<file path="config.mk">
export PLATFORM = sky130hd
export DESIGN_NAME = frame_capture
export DESIGN_NICKNAME = d
export VERILOG_FILES = /design/src/rtl/frame_capture.sv
export SDC_FILE = /design/constraint.sdc
export NUM_CORES = 2
export LEC_CHECK = 0
export CAP_MARGIN = 10
export CORE_ASPECT_RATIO = 1.25
export CORE_MARGIN = 10
export CORE_UTILIZATION = 30
export DETAILED_ROUTE_END_ITERATION = 6
export PLACE_DENSITY = 0.55
export RECOVER_POWER = 50
export SLEW_MARGIN = 10
export SYNTH_ARGS = -nofsm -noshare
export SYNTH_HDL_FRONTEND = slang
export SYNTH_MEMORY_MAX_BITS = 65536
export SYNTH_SLANG_ARGS = --single-unit
</file>
<file path="constraint.sdc">
create_clock -name clk -period 7.8 [get_ports clk]
set_clock_uncertainty 0.1 [all_clocks]
set_input_delay 1.17 -clock clk [delete_from_list [all_inputs] [get_ports clk]]
set_output_delay 1.17 -clock clk [all_outputs]
set_load 0.1 [all_outputs]
</file>
<file path="src/rtl/frame_capture.sv">
`default_nettype none
// ============================================================================
// Module   : frame_capture
// Purpose  : Ping-pong frame buffer for sensor pixel beats. Defining
//            FRAME_CAPTURE_CHECKSUM_EN adds a per-frame 16-bit pixel checksum.
// Revision : 1.0 - initial release
// ============================================================================
module frame_capture #(
    parameter int PIXEL_BITS = 8,
    parameter int BUS_PIXELS = 8,
    parameter int ROW_PIXELS = 24,
    parameter int ROWS       = 12
) (
    input  logic                             clk,
    input  logic                             reset,
    input  logic                             in_valid,
    input  logic [PIXEL_BITS*BUS_PIXELS-1:0] in_data,
    input  logic                             frame_end,
    input  logic                             rd_en,
    input  logic [5:0]                       rd_addr,
    output logic [PIXEL_BITS*BUS_PIXELS-1:0] rd_data,
    input  logic                             frame_release,
    output logic                             frame_ready,
    output logic                             rd_bank,
    output logic                             frame_error,
    output logic [7:0]                       frame_count
`ifdef FRAME_CAPTURE_CHECKSUM_EN
    ,
    output logic [15:0]                      checksum
`endif
);
    localparam int c_width = PIXEL_BITS * BUS_PIXELS;
    localparam int c_beats = ROW_PIXELS / BUS_PIXELS;
    localparam int c_words = ROWS * c_beats;
    localparam int c_cw    = $clog2(c_words + 1);
    localparam int c_mw    = $clog2(2 * c_words);

    typedef enum logic [1:0] {
        IDLE     = 2'd0,
        CAPTURE  = 2'd1,
        WAIT_END = 2'd2,
        DISCARD  = 2'd3
    } state_t;

    state_t             r_state;
    logic [c_cw-1:0]    r_word;
    logic               r_wr_bank;
    logic [c_width-1:0] r_mem [0:2*c_words-1];

    logic               w_write;
    logic               w_last;
    logic               w_finish;
    logic               w_accept;
    logic [c_cw-1:0]    w_word;
    logic [c_mw-1:0]    w_wr_idx;
    logic [c_mw-1:0]    w_rd_idx;

    assign w_write  = in_valid && (r_state == IDLE || r_state == CAPTURE);
    assign w_word   = (r_state == IDLE) ? '0 : r_word;
    assign w_last   = (r_state == CAPTURE) && in_valid && (r_word == c_cw'(c_words - 1));
    // A frame finishes on frame_end after its last word, or together with it
    assign w_finish = (w_last && frame_end) ||
                      (r_state == WAIT_END && !in_valid && frame_end);
    assign w_accept = w_finish && (!frame_ready || frame_release);
    assign w_wr_idx = c_mw'(w_word) + (r_wr_bank ? c_mw'(c_words) : '0);
    assign w_rd_idx = c_mw'(rd_addr) + (rd_bank ? c_mw'(c_words) : '0);

    always_ff @(posedge clk) begin
        if (w_write) begin
            r_mem[w_wr_idx] <= in_data;
        end
    end

    always_ff @(posedge clk or posedge reset) begin
        if (reset) begin
            rd_data <= '0;
        end else if (rd_en) begin
            rd_data <= (int'(rd_addr) < c_words) ? r_mem[w_rd_idx] : '0;
        end
    end

    always_ff @(posedge clk or posedge reset) begin
        if (reset) begin
            r_state     <= IDLE;
            r_word      <= '0;
            r_wr_bank   <= 1'b0;
            rd_bank     <= 1'b1;
            frame_ready <= 1'b0;
            frame_error <= 1'b0;
            frame_count <= '0;
        end else begin
            frame_error <= 1'b0;
            if (frame_release) begin
                frame_ready <= 1'b0;
            end
            if (w_accept) begin
                rd_bank     <= r_wr_bank;
                r_wr_bank   <= ~r_wr_bank;
                frame_ready <= 1'b1;
                frame_count <= frame_count + 8'd1;
            end else if (w_finish) begin
                frame_error <= 1'b1;
            end
            case (r_state)
                IDLE: begin
                    if (in_valid) begin
                        r_word  <= c_cw'(1);
                        r_state <= CAPTURE;
                    end
                end
                CAPTURE: begin
                    if (in_valid) begin
                        r_word <= r_word + c_cw'(1);
                    end
                    if (w_last) begin
                        r_state <= frame_end ? IDLE : WAIT_END;
                    end else if (frame_end) begin
                        frame_error <= 1'b1;
                        r_state     <= IDLE;
                    end
                end
                WAIT_END: begin
                    if (in_valid) begin
                        frame_error <= 1'b1;
                        r_state     <= frame_end ? IDLE : DISCARD;
                    end else if (frame_end) begin
                        r_state <= IDLE;
                    end
                end
                DISCARD: begin
                    if (frame_end) begin
                        r_state <= IDLE;
                    end
                end
                default: r_state <= IDLE;
            endcase
        end
    end

`ifdef FRAME_CAPTURE_CHECKSUM_EN
    logic [15:0] w_beat_sum;
    logic [15:0] r_sum;

    always_comb begin
        w_beat_sum = '0;
        for (int i = 0; i < BUS_PIXELS; i++) begin
            w_beat_sum = w_beat_sum + 16'(in_data[i*PIXEL_BITS +: PIXEL_BITS]);
        end
    end

    // Running sum restarts on the first beat of every frame
    always_ff @(posedge clk or posedge reset) begin
        if (reset) begin
            r_sum    <= '0;
            checksum <= '0;
        end else begin
            if (r_state == IDLE && in_valid) begin
                r_sum <= w_beat_sum;
            end else if (w_write) begin
                r_sum <= r_sum + w_beat_sum;
            end
            if (w_accept) begin
                checksum <= w_last ? (r_sum + w_beat_sum) : r_sum;
            end
        end
    end
`endif

endmodule
`default_nettype wire

</file>
==> results.json <==
{
  "status": "complete, but fails checks",
  "violations": "capacitance limit, slew limit",
  "utilization_pct": 34.73,
  "synth_top_area_share_pct": 78.10,
  "finalWirelength_um": 554600,
  "yosys_register_bits": 4692,
  "first_pass_iters": 7,
  "syn_to_final_growth_pct": 15.36,
  "die_w_um": 707.4,
  "cts_tree": "yes",
  "cts_sinks": 4692,
  "route.detailed.drc": 0,
  "design.core.area_um2": 588400,
  "worstMarginPinSlew_ns": 3.945,
  "worstSetupEndpointType": "asynchronous set/reset pin",
  "drv_cap": 72,
  "slew_viol_final": 4652,
  "place_ws_ns": 1.853,
  "peakVddDrop_v": 0.0001834,
  "met3_usage_pct": 2.726,
  "final_layout_size_suffix_gt1_share_pct": 25.95,
  "num_vias": 88710,
  "critPathMaxFanout": 34,
  "ant_nets": 0,
  "clk_latency_ns": 1.04,
  "synth_nets": 7679,
  "nets": 8148,
  "cts_resized": 0,
  "critPathLaunchType": "input port",
  "dp_hpwl_um": 289300,
  "hold_slack_ns": 0.3831,
  "seq_area_frac_synth_pct": 79.29,
  "routed_via_density": 5.469,
  "hold_viol_final": 0,
  "power_density_nw_per_um2": 257.0,
  "clockRootBuffer": "clkbuf_16",
  "clockBufferDepth": 4,
  "yosys_warnings": 0,
  "finalCritPeriodShare_pct": 72.63,
  "netlist_area_um2": 177200,
  "numPortBuffers": 150,
  "syn_area_per_cell_um2": 23.34,
  "clkSlewWorstSetupHoldPaths_ns": 0.06,
  "cts_hold_buf": 0,
  "crit_arrival_ns": 6.04,
  "yosysTopAreaCell": "edfxtp_1",
  "synth_area_leaders": "edfxtp_1 (78%), mux4_2 (15%), a22oi_1 (1.7%)",
  "grt_max_degree": 105,
  "fin_ws_ns": 2.135,
  "chipHeight_um": 879.2,
  "io_pins": 151,
  "finalSetupViolations": 0,
  "synth_cells": 7591,
  "grt_usage_pct": 17.21,
  "drt-initial-drc-count": 12250,
  "timing.fmax_mhz": 176.5,
  "worst_ep_required_time_ns": 8.17,
  "antenna_found_initial": 70,
  "finalPower_mw": 52.54,
  "critical_path.top_delay_family": "buffers and inverters",
  "slowest_delay_ns": 2.14,
  "grt_first_pass_wirelength_um": 755200,
  "period_minus_slack_ns": 5.665,
  "hold_path_class": "register to register",
  "grt_pass1_vias": 89830,
  "dieArea_um2": 621900,
  "grt-ovfl-total": 0,
  "start_util_pct": 30.11,
  "grt_setup_unrepaired": "false",
  "synth_ff_type": "edfxtp_1",
  "worstPathBufferInverterCount": 3,
  "tns_ns": 0,
  "cts_setup_buffers": 0,
  "grt_util_met1_pct": 22.50,
  "gr-usage-met2_pct": 29.43,
  "htreeDepth": 5,
  "synth-edff-count": 4608,
  "synth_cell_types": 55,
  "placementRows": 315,
  "gr-max-usage-layer": "met2",
  "p_leak_nw": 61.89,
  "ys_async_sr_fraction_pct": 1.790,
  "gp_congestion": 0.7601,
  "wire_per_inst_um": 34.19,
  "max_slew_margin_pct": -163.0,
  "worst-setup-path-type": "input port to asynchronous set/reset pin",
  "cpMaxStageDelayCell": "clkbuf_1",
  "crit_chain": "dlygate4sd3_1 > clkinvlp_2 > clkbuf_1",
  "cts_buffers": 439
}
[layout make-up]
class / count / area, um^2
clock buffer: 557 / 11670
timing repair buffer: 462 / 4587
clock inverter: 264 / 2535
antenna: 15 / 37.54
multi-input combinational: 2453 / 35320
inverter: 12 / 48.80
fill: 53850 / 384000
sequential: 4692 / 140500
tap: 7766 / 9717
[power breakdown]
group          leakage, nW  switching (mW)  internal [mW]
logic                 12.4            2.04          0.941
clock network         6.92            9.61           11.8
registers             42.5           0.162           28.0
[path summary, 6_finish.rpt]
kind                           startpoint  slack [ns]  cells past startpoint              to
min in group asynchronous           reset        1.57                      2     rd_data[38]
hold / removal             frame_count[7]        0.38                      1  frame_count[7]
max in group clk               r_state[0]        2.56                     11   r_mem[12][10]
setup / recovery                    reset        2.13                      3     rd_data[56]
setup reg to reg               r_state[0]        2.56                     11   r_mem[12][10]
hold reg to reg            frame_count[7]        0.38                      1  frame_count[7]
[flip-flops by register name, summed over array words and instances, names as in the netlist]
signal / count
r_state: 2
r_wr_bank: 1
r_word: 6
frame_ready: 1
frame_error: 1
rd_data: 64
rd_bank: 1
frame_count: 8
r_mem: 4608
[metal layers]
layer,up-vias,wire length (um)
met3,895,46140
li1,33760,-
met5,-,208
met4,34,19400
met1,49350,211100
met2,4666,277800
[Yosys cell counts (all sizes together) (35+ instances only)]
cell	count
dfrtp	83
buf	203
a22o	58
or4	56
nor3	62
a21oi	265
edfxtp	4608
mux2i	68
o22ai	58
a22oi	400
clkbuf	231
a211oi	54
nor2b	63
mux4	1152
nor2	82
nand2	35
[metrics by stage]
stage | std cells | cell area, um^2
after floorplan | 7591 | 177200
after global placement | 15380 | 190300
after detailed placement | 15380 | 190300
after CTS | 16200 | 204500
after global routing | 16210 | 204400
final | 16220 | 204400
[kinds of logic (layout without fill, tap and decap cells)]
group	Yosys count	in the layout	share of synthesized area (%)
flops	4692	4692	79.29
mux	1223	1223	15.05
simple gates	336	336	1.018
xor+xnor	10	10	0.05368
compound gates	872	872	3.333
buf+inv	446	1295	1.177
other cells	0	15	0
fa+ha+maj	12	12	0.08474
[cells in the final DEF, fill, tap and decap left out, drive strengths merged, types with 62 or more instances in the layout]
cell,instances
a21oi,265
nor3,62
nor2,82
nor2b,63
dfrtp,83
edfxtp,4608
a22oi,400
mux4,1152
clkdlybuf4s50,63
mux2i,68
clkbuf,647
buf,307
clkinv,198
[worst register-to-register path, cell delays in order, from the launching register on]
cell and delay [ns]:
dfrtp_1 0.41, inv_1 0.11, ha_1 0.54, nor2b_1 0.11
ha_1 0.24, ha_1 0.27, inv_1 0.12, nand2_1 0.08
a21oi_1 0.40, nand2_1 0.57, nor2_4 0.97, buf_4 0.81
(Power assumes the default switching activity.)
